===== config.mk =====
export PLATFORM = sky130hd
export DESIGN_NAME = fifo_serializer
export DESIGN_NICKNAME = d
export VERILOG_FILES = /design/src/rtl/fifo_serializer.sv
export SDC_FILE = /design/constraint.sdc
export NUM_CORES = 1
export LEC_CHECK = 0
export BUFFER_PORTS_ARGS = -buffer_cell sky130_fd_sc_hd__buf_2
export CAP_MARGIN = 20
export CORE_MARGIN = 8
export CORE_UTILIZATION = 53
export CTS_BUF_LIST = sky130_fd_sc_hd__clkbuf_16
export CTS_CLUSTER_SIZE = 24
export DETAILED_ROUTE_END_ITERATION = 10
export PLACE_DENSITY = 0.89
export SETUP_SLACK_MARGIN = 0.1
export SYNTH_ARGS = -nofsm -noshare
export SYNTH_HDL_FRONTEND = slang
export SYNTH_SLANG_ARGS = --single-unit

===== constraint.sdc =====
create_clock -name clk -period 2 [get_ports clk]
set_clock_uncertainty 0.1 [all_clocks]
set_input_delay 0.6 -clock clk [delete_from_list [all_inputs] [get_ports clk]]
set_output_delay 0.6 -clock clk [all_outputs]
set_load 0.1 [all_outputs]

===== src/rtl/fifo_serializer.sv =====
// rtl/fifo_serializer.sv - drains wide FIFO entries as narrow beats, least-significant beat first
//
// Purpose: pops entries through a FIFO empty/pop/rdata interface and emits each
// entry as p_num_beats beats on a val/rdy stream, one beat per cycle, with no
// bubble between back-to-back entries.
//
// Ports:
//   clk, rst        clock; asynchronous active-high reset
//   fifo_empty      FIFO empty flag (in)
//   fifo_pop        FIFO pop strobe (out, combinational, never high while empty or in reset)
//   fifo_rdata      FIFO head entry (in, sampled only when fifo_pop=1)
//   ostream_val     beat valid (out)
//   ostream_rdy     consumer ready (in)
//   ostream_msg     current beat (out, zero when not valid)
//   busy            an entry is held and not yet fully sent (out)
//   ostream_last    final beat of an entry (out, only with FIFO_SERIALIZER_LAST_EN)
//
// Optional feature macro: FIFO_SERIALIZER_LAST_EN adds the ostream_last port.

module fifo_serializer #(
    parameter int p_entry_bits = 32,
    parameter int p_beat_bits  = 8
) (
    input  logic                    clk,
    input  logic                    rst,
    input  logic                    fifo_empty,
    output logic                    fifo_pop,
    input  logic [p_entry_bits-1:0] fifo_rdata,
    output logic                    ostream_val,
    input  logic                    ostream_rdy,
    output logic [p_beat_bits-1:0]  ostream_msg,
    output logic                    busy
`ifdef FIFO_SERIALIZER_LAST_EN
    ,
    output logic                    ostream_last
`endif
);

    localparam int p_num_beats = p_entry_bits / p_beat_bits;
    localparam int p_cnt_bits  = (p_num_beats > 1) ? $clog2(p_num_beats) : 1;
    localparam logic [p_cnt_bits-1:0] p_last_cnt = p_cnt_bits'(p_num_beats - 1);

    localparam logic [0:0] S_IDLE = 1'b0;
    localparam logic [0:0] S_SEND = 1'b1;

    logic [0:0]              state_q, state_d;
    logic [p_entry_bits-1:0] shreg_q, shreg_d;
    logic [p_cnt_bits-1:0]   cnt_q, cnt_d;

    logic sending;
    logic handshake;
    logic final_beat;

    assign sending    = (state_q == S_SEND);
    assign handshake  = sending && ostream_rdy;
    assign final_beat = (cnt_q == p_last_cnt);

    always_comb begin
        state_d  = state_q;
        shreg_d  = shreg_q;
        cnt_d    = cnt_q;
        fifo_pop = 1'b0;

        case (state_q)
            S_IDLE: begin
                if (!fifo_empty) begin
                    fifo_pop = 1'b1;
                    shreg_d  = fifo_rdata;
                    cnt_d    = '0;
                    state_d  = S_SEND;
                end
            end
            default: begin
                if (handshake) begin
                    if (!final_beat) begin
                        shreg_d = shreg_q >> p_beat_bits;
                        cnt_d   = cnt_q + p_cnt_bits'(1);
                    end else if (!fifo_empty) begin
                        // Reload on the final beat so consecutive entries run gap-free.
                        fifo_pop = 1'b1;
                        shreg_d  = fifo_rdata;
                        cnt_d    = '0;
                    end else begin
                        state_d = S_IDLE;
                    end
                end
            end
        endcase

        // The register update is blocked by the async reset, so a pop seen by
        // the FIFO during reset would lose an entry.
        if (rst) begin
            fifo_pop = 1'b0;
        end
    end

    always_ff @(posedge clk or posedge rst) begin
        if (rst) begin
            state_q <= S_IDLE;
            shreg_q <= '0;
            cnt_q   <= '0;
        end else begin
            state_q <= state_d;
            shreg_q <= shreg_d;
            cnt_q   <= cnt_d;
        end
    end

    assign ostream_val = sending;
    assign busy        = sending;
    // shreg keeps the last beat after returning to IDLE; mask it off the bus.
    assign ostream_msg = sending ? shreg_q[p_beat_bits-1:0] : '0;

`ifdef FIFO_SERIALIZER_LAST_EN
    assign ostream_last = sending && final_beat;
`endif

endmodule


# Yosys cells after proc, flatten, opt, wreduce, memory -nomap -nowiden
# Index checks and enable logic that the tools add are counted.
dict set report totals {
  register_bits 35
}
dict set report classes {
  n_reduce_logical 1
  eq_ne 2
  mux 17
  n_addsub 1
}
# cell n
set op_table {}
lappend op_table {{two-way mux 32 bit} 4}
lappend op_table {{two-way mux 1 bit} 8}
lappend op_table {{two-way mux 2 bit} 4}
lappend op_table {{two-way mux 8 bit} 1}
lappend op_table {{adder 2 x 1 -> 2 bit, second input constant} 1}
lappend op_table {{== test 2 bit, second input constant} 1}
lappend op_table {{inequality test 2 x 1 -> 1 bit, second input constant} 1}
lappend op_table {{logical AND 1 bit} 1}

# Longest topological paths before layout
dict set report logic_depth {
  ltp_word 5
  ltp_mapped 6
}

# Least setup slack after synthesis
# No wires, ideal clock.
dict set report synth_timing {
  kind {register -> output}
  from {reg state_q (netlist: busy)}
  to {out fifo_pop}
  path_stages_with_launch 5
  arrival_ns 3.390
  setup_slack_ns -2.090
  n_path_buf 2
  path_cell_list {dfrtp_1 -> buf_6 -> a21boi_2 -> buf_2 -> nor3_1}
}
dict set report synth_via {
  elab_chain_len 4
}
# item line_no
set synth_lines {}
lappend synth_lines {{from (decl)} 46} ;# logic [0:0] state_q, state_d;
lappend synth_lines {{from (signal assigned)} 103} ;# state_q <= state_d;
lappend synth_lines {{logical AND 1 bit} 55} ;# assign handshake = sending && ostream_rdy;
lappend synth_lines {{two-way mux 1 bit} 74} ;# if (handshake) begin
lappend synth_lines {{two-way mux 1 bit *} 64} ;# case (state_q)
lappend synth_lines {{two-way mux 1 bit *} 92} ;# if (rst) begin
lappend synth_lines {{to (decl)} 27} ;# output logic fifo_pop,
# Every way passes the cells marked *; elsewhere a longest branch is shown, timed or not.

# Worst setup path in the final report
dict set report layout_timing {
  from {reg cnt_q[1]}
  to {out fifo_pop}
}
dict set report layout_via {
  elab_chain_len 5
}
# item line_no
set layout_lines {}
lappend layout_lines {{from (decl)} 48} ;# logic [p_cnt_bits-1:0] cnt_q, cnt_d;
lappend layout_lines {{from (signal assigned)} 105} ;# cnt_q <= cnt_d;
lappend layout_lines {{== test 2 bit} 56} ;# assign final_beat = (cnt_q == p_last_cnt);
lappend layout_lines {{two-way mux 1 bit} 75} ;# if (!final_beat) begin
lappend layout_lines {{two-way mux 1 bit} 74}
lappend layout_lines {{two-way mux 1 bit} 64}
lappend layout_lines {{two-way mux 1 bit} 92}
# No other way between the ends.

==> results by group <==
Floorplan
  • Die width: 76.12 um
  • Initial Util: between 50% and 60%
  • Core Rows: 22
  • Die height: 76.12 um
  • Core ar.: 0.003578 mm2
  • DIE AREA: approximately 0.0058 mm2
  • IO Pins: 47

Layout
  • Most frequent cells in the layout: buf_2 (35), dfrtp_1 (34), inv_1 (23), o2bb2ai_1 (17)
  • Register area: between 800 and 900 um2
  • Fillers: 260
  • Design area: approximately 0.0026 mm2
  • Multi-input logic area: between 800 and 900 um2
  • Area growth syn-to-layout: 35.53%
  • # diodes: 0
  • Finished Core Util: between 70 and 80%
  • Most common cell after layout, fill and taps aside: buf_2
  • Layout cells sized above 1: between 30% and 40%
  • Nets: ~260

Job
  • Max-cap viol count: 0

Routing
  • Final ANT Viol Nets: 0
  • DR pass1 iterations: 4
  • Vias per cell: ~6.2
  • DR DRC count: 0
  • WL per Instance: 20.57 um
  • DRT iter0 DRCs: ~230
  • WL final: 5676 um
  • Via count: 1723

Global routing
  • Vias in the first global route: roughly 1800
  • Gr ovfl total: 0
  • First-pass GRT wire length: between 9000 and 10000 um
  • Initial antenna violation count: 0
  • Pin count of the biggest net entering global routing: 36
  • Tot GR Track Use: roughly a fifth

Worst hold path
  • Type of the tightest min-delay check: primary input to asynchronous set/reset pin

Setup path
  • Crit path largest cell delay: 420 ps
  • Crit Path Class: register to output pin
  • Critical Path Source: cnt_q[1]
  • R2r startpoint: cnt_q[1]
  • Worst setup EP type: output pin
  • CP Launch Type: register
  • CP required: around 1300 ps
  • Critical Path Fanout Max: 3
  • Cells along the critical path: ha_4 > a21boi_4 > nor3_4 > buf_12
  • R2R depth: 5
  • Critical Path Stages: 4
  • Critical path's slowest cell: dfrtp_1
  • CP bufs+invs: 1
  • CP arrival: roughly 1400 ps
  • CP delay by family, top: flip-flops

Synth
  • Seq/Total Area, Yosys: between 40% and 50%
  • Number of distinct library cells after synthesis: 22
  • Mapped Area: approximately 0.0019 mm2
  • Largest area contributor in the synthesized netlist: dfrtp_1
  • Synth top area cells: dfrtp_1 (46%), a221o_1 (8.4%), o2bb2ai_1 (7.8%)
  • Flops & latches, synth: 35
  • Ys Warns: 0
  • Avg Inst Size Synth: between 10 and 15 um2
  • Synthesized netlist cell count: between 150 and 200
  • Syn Nets: around 210
  • Area share of the largest cell type after synthesis: 45.72%

Run status
  • Failing checks: setup timing
  • Outcome: finished with violations

CTS
  • Max Buffers Root-to-Sink: 2
  • Htree depth: 2
  • Root Driver: clkbuf_16
  • Cts hold-fix bufs: 0
  • Cts bufs inserted: 5
  • Clk_lat worst skew: about 280 ps
  • CTS tree: done
  • Clk sink count: 35
  • Worst-path clk slew: about 60 ps

Timing
  • Worst Setup Slack, final: -54.05 ps
  • Period utilization: 102.7%
  • Max Freq: 486.8 MHz
  • RSZ-0062 raised after global routing: yes
  • Slew Limit Fails: 0
  • Least-Margin Pin Slew: between 500 and 600 ps
  • Slew HR: just over 60%
  • Fin crit period: approximately 2000 ps
  • Minimum hold slack: 382.7 ps
  • Final setup vio count: 1
  • Final Hold Fails: 0

Power and ir drop
  • VDD IR max: around 0.0013 V
  • Lkg Pwr: ~1.3 nW
  • Total power: between 4 and 5 mW
  • PwrDens: 1709 mW/mm2

Place
  • Post-DP HPWL: ~3800 um
  • IO Port Bufs: 46
  • Routability-driven placement congestion ratio: 0.8081
  • Placement Cell Area: about 0.0024 mm2
  • Dpl ws: -57.52 ps
==> routing by layer <==
layer | GRT usage, % | up-vias | wire, um
met5 | 0 | - | 0
met4 | 9.808 | 0 | 199
met3 | 5.307 | 21 | 327
met2 | 31.53 | 71 | 2929
met1 | 23.20 | 857 | 2220
li1 | - | 774 | -
==> sequential cells by signal, indices dropped and copies added, names as in the netlist <==
register and flops:
cnt_q 2, busy 1, shreg_q 32
==> timing repair <==
item | in CTS | in global routing
endpoints found under the setup margin | 33 | 9
cloned | 0 | 0
hold endpoints to repair | 0 | 0
buffers inserted | 2 | 1
pin swaps | 6 | 0
resized for setup | 3 | 0
==> cells by family (layout without fill, tap and decap cells) <==
kind of cell / count (synthesis) / in the layout / share of synthesized area [%]
flops: 35 / 35 / 45.72
simple gates: 38 / 38 / 12.21
compound gates: 61 / 61 / 30.63
mux: 1 / 1 / 0.5226
fa+ha+maj: 1 / 1 / 0.6531
buf+inv: 41 / 92 / 10.25
==> tightest hold or removal path, stage by stage <==
cell and delay [ps]:
buf_2 130, inv_1 60, buf_4 390
==> final timing paths <==
check	to	slack, ps
hold / removal	shreg_q[29]	380
setup reg to reg	cnt_q[1]	280
hold reg to reg	shreg_q[26]	410
min in group clk	shreg_q[26]	410
max in group asynchronous	busy	1070
setup / recovery	fifo_pop	-50
==> through the flow <==
stage                     std cells  TNS [ps]
after floorplan                 177    -557.1
after global placement          265         0
after detailed placement        265    -793.3
after CTS                       275    -59.44
after global routing            276    -232.8
final                           276    -54.05
==> power breakdown <==
group | switching (mW) | leakage (nW) | internal [mW]
clock network | 0.283 | 0.0724 | 0.450
logic | 1.42 | 0.745 | 1.05
registers | 0.238 | 0.445 | 0.995
==> Yosys cell counts <==
library cell  number
ha_1               1
dfrtp_1           35
o22ai_1            8
nand2b_4           1
buf_2              7
clkbuf_1           6
nor3_1             9
o2bb2ai_1         17
buf_6              4
and2_1             8
a21boi_2           1
mux2i_1            1
a221o_1           16
buf_4              1
inv_1             22
inv_2              1
nor2_2             1
a221oi_2           8
a22o_1            11
and3_1            16
nand2b_1           2
and2_0             1
==> area by class of cell <==
cell class | count | area share [%]
clock buffers | 5 | 4.819
clock inverters | 3 | 0.4819
inverters | 23 | 3.325
multi-input cells | 101 | 34.65
flip-flops and latches | 35 | 33.88
well taps | 48 | 2.313
repair buffers | 61 | 20.53
(Power assumes the default switching activity.)
